`src/rtl/lsu_pkg.sv`:
```
// Shared constants and types for the load/store request stage.
// Optional misaligned-access splitting is enabled with LSU_MISALIGN_SPLIT_EN.
package lsu_pkg;

  localparam logic [2:0] F3_B  = 3'b000;
  localparam logic [2:0] F3_H  = 3'b001;
  localparam logic [2:0] F3_W  = 3'b010;
  localparam logic [2:0] F3_BU = 3'b100;
  localparam logic [2:0] F3_HU = 3'b101;

  localparam logic [3:0] LANE_B0  = 4'b0001;
  localparam logic [3:0] LANE_B1  = 4'b0010;
  localparam logic [3:0] LANE_B2  = 4'b0100;
  localparam logic [3:0] LANE_B3  = 4'b1000;
  localparam logic [3:0] LANE_HLO = 4'b0011;
  localparam logic [3:0] LANE_HHI = 4'b1100;
  localparam logic [3:0] LANE_W   = 4'b1111;

  localparam int unsigned RMEM_SIGNED = 4;

  typedef enum logic [1:0] {StIdle, StAccess, StResp} lsu_state_e;

  function automatic logic [2:0] access_bytes(logic [2:0] f3);
    case (f3[1:0])
      2'b00:   return 3'd1;
      2'b01:   return 3'd2;
      default: return 3'd4;
    endcase
  endfunction

  function automatic logic [31:0] store_mask(logic [2:0] f3, logic [31:0] d);
    case (f3[1:0])
      2'b00:   return {24'b0, d[7:0]};
      2'b01:   return {16'b0, d[15:0]};
      default: return d;
    endcase
  endfunction

endpackage

```
`src/rtl/lsu_lane_decode.sv`:
```
// Combinational decode of width code and byte offset into memory lane codes
// plus misalignment / illegal-encoding flags.
module lsu_lane_decode
  import lsu_pkg::*;
(
  input  logic [2:0] funct3,
  input  logic [1:0] addr_lo,
  input  logic       we,
  output logic [3:0] wmem,
  output logic [4:0] rmem,
  output logic       misalign,
  output logic       illegal
);

  logic [3:0] lanes;
  logic       sext;

  always_comb begin
    lanes    = 4'b0000;
    misalign = 1'b0;
    illegal  = 1'b0;
    case (funct3)
      F3_B, F3_BU: lanes = LANE_B0 << addr_lo;
      F3_H, F3_HU: begin
        lanes    = addr_lo[1] ? LANE_HHI : LANE_HLO;
        misalign = addr_lo[0];
      end
      F3_W: begin
        lanes    = LANE_W;
        misalign = (addr_lo != 2'b00);
      end
      default: illegal = 1'b1;
    endcase
    // Unsigned widths exist only for loads.
    if (we && funct3[2]) illegal = 1'b1;
    sext = (funct3 == F3_B) || (funct3 == F3_H);
  end

  always_comb begin
    wmem = 4'b0000;
    rmem = 5'b00000;
    if (we) begin
      wmem = lanes;
    end else begin
      rmem[3:0]         = lanes;
      rmem[RMEM_SIGNED] = sext;
    end
  end

endmodule

```
`src/rtl/lsu_req_stage.sv`:
```
// Load/store request stage: IDLE -> ACCESS -> RESP, one memory access per request.
// Define LSU_MISALIGN_SPLIT_EN to split misaligned H/W accesses into byte beats.
module lsu_req_stage
  import lsu_pkg::*;
#(
  parameter int unsigned ADDR_WIDTH = 12
) (
  input  logic        clk,
  input  logic        rst_n,
  input  logic        req_valid,
  output logic        req_ready,
  input  logic        req_we,
  input  logic [2:0]  req_funct3,
  input  logic [31:0] req_addr,
  input  logic [31:0] req_wdata,
  output logic        resp_valid,
  input  logic        resp_ready,
  output logic [31:0] resp_rdata,
  output logic        resp_err,
  output logic [3:0]  wmem,
  output logic [4:0]  rmem,
  output logic [31:0] mem_addr,
  output logic [31:0] store_data,
  input  logic [31:0] load_data
);

  lsu_state_e  state_q, state_d;
  logic [3:0]  dec_wmem;
  logic [4:0]  dec_rmem;
  logic        dec_misalign, dec_illegal;
  logic        req_fire, range_err, req_err, acc_done;
  logic        we_q, err_q;
  logic [3:0]  wmem_q;
  logic [4:0]  rmem_q;
  logic [31:0] wdata_q, rdata_q, rdata_d;

  lsu_lane_decode u_decode (
    .funct3   (req_funct3),
    .addr_lo  (req_addr[1:0]),
    .we       (req_we),
    .wmem     (dec_wmem),
    .rmem     (dec_rmem),
    .misalign (dec_misalign),
    .illegal  (dec_illegal)
  );

  assign req_ready = rst_n && (state_q == StIdle);
  assign req_fire  = req_valid && req_ready;
  assign range_err = (req_addr[31:ADDR_WIDTH+2] != '0);

`ifdef LSU_MISALIGN_SPLIT_EN
  logic [32:0] last_byte;
  logic [31:0] addr_q, cur_addr, asm_q, asm_next;
  logic [2:0]  f3_q;
  logic [1:0]  beat_q, last_q;
  logic        split_q;
  logic [3:0]  beat_lane;
  logic [7:0]  beat_byte;

  assign last_byte = {1'b0, req_addr} + 33'(access_bytes(req_funct3) - 3'd1);
  assign req_err   = dec_illegal || range_err || (last_byte[32:ADDR_WIDTH+2] != '0);
  assign acc_done  = !split_q || (beat_q == last_q);
  assign cur_addr  = addr_q + {30'b0, beat_q};
  assign beat_lane = LANE_B0 << cur_addr[1:0];
  assign beat_byte = wdata_q[{beat_q, 3'b000} +: 8];

  always_comb begin
    asm_next                        = asm_q;
    asm_next[{beat_q, 3'b000} +: 8] = load_data[7:0];
  end

  always_comb begin
    rdata_d = load_data;
    if (err_q || we_q) begin
      rdata_d = 32'b0;
    end else if (split_q) begin
      rdata_d = asm_next;
      if (f3_q[0]) rdata_d = {{16{(f3_q == F3_H) & asm_next[15]}}, asm_next[15:0]};
    end
  end

  always_ff @(posedge clk or negedge rst_n) begin
    if (!rst_n) begin
      addr_q  <= '0;
      f3_q    <= '0;
      beat_q  <= '0;
      last_q  <= '0;
      split_q <= 1'b0;
      asm_q   <= '0;
    end else if (req_fire) begin
      addr_q  <= req_addr;
      f3_q    <= req_funct3;
      beat_q  <= '0;
      last_q  <= 2'(access_bytes(req_funct3) - 3'd1);
      split_q <= dec_misalign && !req_err;
      asm_q   <= '0;
    end else if (state_q == StAccess && split_q) begin
      asm_q <= asm_next;
      if (!acc_done) beat_q <= beat_q + 2'd1;
    end
  end
`else
  logic [29:0] widx_q;

  assign req_err  = dec_illegal || range_err || dec_misalign;
  assign acc_done = 1'b1;
  assign rdata_d  = (err_q || we_q) ? 32'b0 : load_data;

  always_ff @(posedge clk or negedge rst_n) begin
    if (!rst_n)        widx_q <= '0;
    else if (req_fire) widx_q <= req_addr[31:2];
  end
`endif

  always_comb begin
    state_d = state_q;
    case (state_q)
      StIdle:   if (req_fire) state_d = StAccess;
      StAccess: if (acc_done) state_d = StResp;
      StResp:   if (resp_ready) state_d = StIdle;
      default:  state_d = StIdle;
    endcase
  end

  always_ff @(posedge clk or negedge rst_n) begin
    if (!rst_n) begin
      state_q <= StIdle;
      we_q    <= 1'b0;
      err_q   <= 1'b0;
      wmem_q  <= '0;
      rmem_q  <= '0;
      wdata_q <= '0;
      rdata_q <= '0;
    end else begin
      state_q <= state_d;
      if (req_fire) begin
        we_q    <= req_we;
        err_q   <= req_err;
        wmem_q  <= dec_wmem;
        rmem_q  <= dec_rmem;
        wdata_q <= store_mask(req_funct3, req_wdata);
      end
      if (state_q == StAccess && acc_done) rdata_q <= rdata_d;
    end
  end

  // Memory strobes are decoded from state so an async reset kills them at once.
  always_comb begin
    wmem       = '0;
    rmem       = '0;
    mem_addr   = '0;
    store_data = '0;
    if (state_q == StAccess && !err_q) begin
`ifdef LSU_MISALIGN_SPLIT_EN
      if (split_q) begin
        mem_addr = {2'b00, cur_addr[31:2]};
        if (we_q) begin
          wmem       = beat_lane;
          store_data = {24'b0, beat_byte};
        end else begin
          rmem = {1'b0, beat_lane};
        end
      end else begin
        mem_addr   = {2'b00, addr_q[31:2]};
        wmem       = wmem_q;
        rmem       = rmem_q;
        store_data = wdata_q;
      end
`else
      mem_addr   = {2'b00, widx_q};
      wmem       = wmem_q;
      rmem       = rmem_q;
      store_data = wdata_q;
`endif
    end
  end

  assign resp_valid = (state_q == StResp);
  assign resp_err   = resp_valid && err_q;
  assign resp_rdata = resp_valid ? rdata_q : 32'b0;

endmodule

```
`config.mk`:
```
export PLATFORM = sky130hd
export DESIGN_NAME = lsu_req_stage
export DESIGN_NICKNAME = d
export VERILOG_FILES = /design/src/rtl/lsu_pkg.sv /design/src/rtl/lsu_lane_decode.sv /design/src/rtl/lsu_req_stage.sv
export SDC_FILE = /design/constraint.sdc
export NUM_CORES = 1
export LEC_CHECK = 0
export CAP_MARGIN = 20
export CORE_MARGIN = 2
export CORE_UTILIZATION = 46
export DETAILED_ROUTE_END_ITERATION = 12
export HOLD_SLACK_MARGIN = 0.06
export PLACE_DENSITY = 0.86
export SETUP_SLACK_MARGIN = 0.1
export SLEW_MARGIN = 30
export SYNTH_ARGS = -nofsm -noshare
export SYNTH_HDL_FRONTEND = slang
export SYNTH_SLANG_ARGS = --single-unit
export TNS_END_PERCENT = 1
```
`constraint.sdc`:
```
create_clock -name clk -period 3.7 [get_ports clk]
set_input_delay 0.37 -clock clk [delete_from_list [all_inputs] [get_ports clk]]
set_output_delay 0.37 -clock clk [all_outputs]
set_load 0.02 [all_outputs]
```
* Yosys cells after proc, flatten, opt, wreduce, memory -nomap -nowiden
Index checks and enable logic that the tools add are counted.
Widths: inputs -> output; s select.
** Storage, ports and cells
- Output and inout port bits :: 108
- Bits of input ports :: 104
- Bits in registers :: 107
** Operators by class
- Multiplexer cells :: 17
- Reduce and logical (&&, ||, !) cells :: 19
- Equality and inequality tests :: 9
- Shift-type cells :: 1
** Operator list (count)
- $mux 32 :: 3
- $pmux 32 s2 :: 1
- $mux 30 :: 1
- $reduce_bool 18->1 :: 1
- $mux 4 :: 3
- $pmux 4 s3 :: 1
- $mux 5 :: 2
- $eq 3x3->1 const B :: 2
- $pmux 2 s3 :: 1
- $logic_and 1x1->1 :: 5
- $reduce_or 5->1 :: 1
- $eq 2x1->1 const B :: 2
- $logic_not 2->1 :: 2
- $logic_or 1x1->1 :: 4
- $mux 2 :: 2
- $reduce_or 2->1 :: 2
- $shl 1x2->4 const A :: 1
- $eq 3x1->1 const B :: 1
- $eq 3x2->1 const B :: 1
- $logic_not 3->1 :: 1
- $eq 2x2->1 const B :: 1
- $mux 1 :: 2
- $ne 2x1->1 const B :: 1
- $ne 2x2->1 const B :: 1
- 4 further kinds :: 4

* Longest topological paths before layout
- Word-level depth :: 6
- Gate-level depth with buffers :: 6
- Mapped depth without buffers :: 4

* By module
A second synthesis with hierarchy kept.
** Unflattened totals
- Cells, all modules :: 540
- Area, all modules :: 4954.8 µm²
** By module, submodules not included
- lsu_req_stage :: area each 4814.6 µm², times used 1, cells each 516, seq. area each 2677.6 µm²
- lsu_lane_decode :: area each 140.1 µm², times used 1, cells each 24, seq. area each 0.0 µm²

* Worst setup path before layout
OpenSTA, ideal clock, no wires.
- Path type :: register -> output
- Start point :: register state_q[1]
- End point :: output port mem_addr[0]
- Cell stages (with the launch flop) :: 6
- Path buffers :: 2
- Arrival :: 1.217 ns
- Slack :: 2.113 ns
- Path through :: dfrtp_1 nand2b_1 buf_6 nor2_8 clkbuf_1 and2_1
** On the way
- Cells in the longest elaborated chain, start to end :: 3
** RTL lines
- start: declaration :: RTL line lsu_req_stage.sv:27 : lsu_state_e state_q, state_d;
- start signal: assignment :: RTL line lsu_req_stage.sv:127 : state_q <= StIdle;
- start signal: assignment :: RTL line lsu_req_stage.sv:135 : state_q <= state_d;
- $eq 2x1->1 :: RTL line lsu_req_stage.sv:153 : if (state_q == StAccess && !err_q) begin
- $logic_and 1x1->1 :: RTL line lsu_req_stage.sv:153
- $mux 30 :: RTL line lsu_req_stage.sv:153
- end: declaration :: RTL line lsu_req_stage.sv:22 : output logic [31:0] mem_addr,
Every way passes these cells.

* Worst setup path after layout
- Start point :: register state_q[1]
- End point :: output port mem_addr[15]
The elaborated chain is that of the path after synthesis.

==> run summary <==
Worst R2R Path Depth: 5
area delta synth->final: 47.0%
H-tree Lvls: 3
number of antenna violations at the first check in global routing: 0
row count: 37
drt initial violations: 257
Worst-path clk slew: 0.08 ns
Static Leak: 3.35 nW
fmax: 353 MHz
P per Cell Area: 346 nW/µm²
synthesized area: 4880 µm²
largest net degree at the start of global routing: 83
fin nets: 811
worst path required time: 3.33 ns
grt total ovfl: 0
postcts setup bufs: 0
count of cell types in the netlist: 29
vias: 4268
Tightest Pin Transition: 0.859 ns
per-cell routed wire length: 15.2 µm
Fin. Hold Viols: 0
full die area: 11400 µm²
initial core utilization: 47.2%
layout cell share with drive strength beyond 1: 3.66%
relative slew slack: 42.7%
Syn Area/Cell: 9.39 µm²
synthesis-stage register bit count: 107
CTS Sinks: 107
RSZ-0062 raised after global routing: false
Reg-to-Reg End: rdata_q[20]$_DFFE_PN0N_
CTS Buffer Depth: 2
half-perimeter wire length after detailed placement: 9140 µm
status: finished clean
Place WS: 1.24 ns
Routed WL: 12800 µm
DRC violations left: 0
post_cts resized: 0
worst setup margin: 0.863 ns
post-route antenna net violation count: 0
R2R setup slack: 1.74 ns
RR Startpoint: state_q[1]$_DFFE_PN0P_
CTS Buf Count: 9
vias in the first global route: 4191
Tot Pwr: 0.00248 W
post-synthesis sequential area ratio: 54.9%
Ys Warns: 0
skew final: 0.00733 ns
Max-Cap Viols: 0
GRT Util Overall: 22.6%
Root Buffer: clkbuf_8
VDD IR-drop max: 0.167 mV
crit-path max FO: 71
diode count: 0
hold buffer count at CTS: 0
core area: 10300 µm²
count of input and output buffers: 209
GPL Wtd Cong: 0.809
Via density: 5.04
Final setup viols: 0
placed cell areas: 6990 µm²
clk_lat worst skew: 0.36 ns
Die W: 107 µm
IO Pins: 212
final period utilization: 76.7%
Die Ht: 107 µm
Crit path arrival time: 2.47 ns
Total Negative Setup Slacks: 0 ns
first-pass GRT wire length: 20300 µm
drt pass-1 iters: 6
Gate Count Post-Synth: 519
Final Max Slew Viols: 0
crit path kind: register to output port
CTS tree: built
cell area after layout: 7170 µm²
worst hold path class: primary input to asynchronous set/reset pin
final worst path period need: 2.84 ns
Startpoint Class: register
Setup crit end kind: output port
worst max-delay path, cell delays in order, from the launching register on:
cell and delay, ns:
dfrtp_1 0.41, nand2b_1 0.24, nor2_8 0.54, and2_1 0.25, clkdlybuf4s50_1 0.62
kinds of logic after synthesis:
kind of cell | synth area share, %
AND/OR/NAND/NOR | 32.0
buffers and inverters | 4.57
AO/OA/AOI/OAI | 8.47
flip-flops | 54.9
other | 0.0769
through the flow:
stage,cells,hold slack (ns),utilization [%]
after floorplan,520,0.0744,-
after global placement,831,0.440,67.6
after detailed placement,832,0.448,67.7
after CTS,847,0.0633,69.4
after global routing,847,0.0928,69.4
final,847,0.0543,69.4
cell type report:
class                           count  area, µm²
Sequential cell                   107       2680
Timing Repair Buffer              214       2130
Fill cell                         785       3150
Clock inverter                      2       10.0
Tap cell                          136        170
Inverter                            3       12.5
Clock buffer                       13        169
Multi-Input combinational cell    372       2000
worst max path at each step:
stage,from,to,slack (ns)
after global placement,state_q[1]$_DFFE_PN0P_,rmem[4],1.30
after floorplan,state_q[1]$_DFFE_PN0P_,mem_addr[0],2.11
after CTS,state_q[1]$_DFFE_PN0P_,mem_addr[15],0.83
after global routing,state_q[1]$_DFFE_PN0P_,mem_addr[15],0.74
after detailed placement,state_q[1]$_DFFE_PN0P_,mem_addr[15],1.24
final,state_q[1]$_DFFE_PN0P_,mem_addr[15],0.86
routing by layer:
layer  GRT usage [%]  routed length, µm
met5               0                  0
met2            37.0               6230
met4            7.70                180
met1            29.4               5380
met3            5.71               1060
Yosys cell counts, drive strengths merged:
master	n	share of area, %
a211oi	1	0.15
o21ai	2	0.21
a22o	32	5.7
nand3	24	2.5
or2	2	0.26
nor2	3	0.56
nand2b	2	0.26
o31ai	8	1.2
nor4	4	0.51
nand2	173	13
and2	104	13
conb	1	0.077
clkbuf	10	0.77
dfrtp	107	55
buf	28	3.6
o41ai	2	0.36
and3	1	0.13
inv	3	0.23
nor3b	2	0.31
a31oi	1	0.13
nor2b	2	0.26
nand4bb	1	0.23
a21oi	4	0.41
nor3	1	0.33
o2111a	1	0.23
registers in the layout, indices dropped and copies added (netlist names):
| signal | cells |
|---|---|
| rdata_q | 32 |
| we_q | 1 |
| widx_q | 30 |
| wmem_q | 4 |
| state_q | 2 |
| rmem_q | 5 |
| wdata_q | 32 |
| err_q | 1 |
placed cells by master, fill, tap and decap left out, drive strengths merged:
cell and n:
nand4bb 1, conb 2, nor3b 2, nand3 24, a31oi 1, buf 6, and2 104, nor2b 2
o41ai 2, a22o 32, nor4 4, inv 2, a211oi 1, and3 1, o2111a 1, clkbuf 13
o21ai 2, nor3 1, dfrtp 107, or2 2, nor2 3, nand2 173, o31ai 8, nand2b 2
clkdlybuf4s50 208, a21oi 4, clkinv 3
power by group:
group | switching [W] | leakage, nW | internal, W
logic | 0.000210 | 1.86 | 0.000189
registers | 0.0000997 | 1.40 | 0.00134
clock network | 0.000350 | 0.0953 | 0.000295
total | 0.000660 | 3.35 | 0.00182
Power figures use the tool's default switching activity.
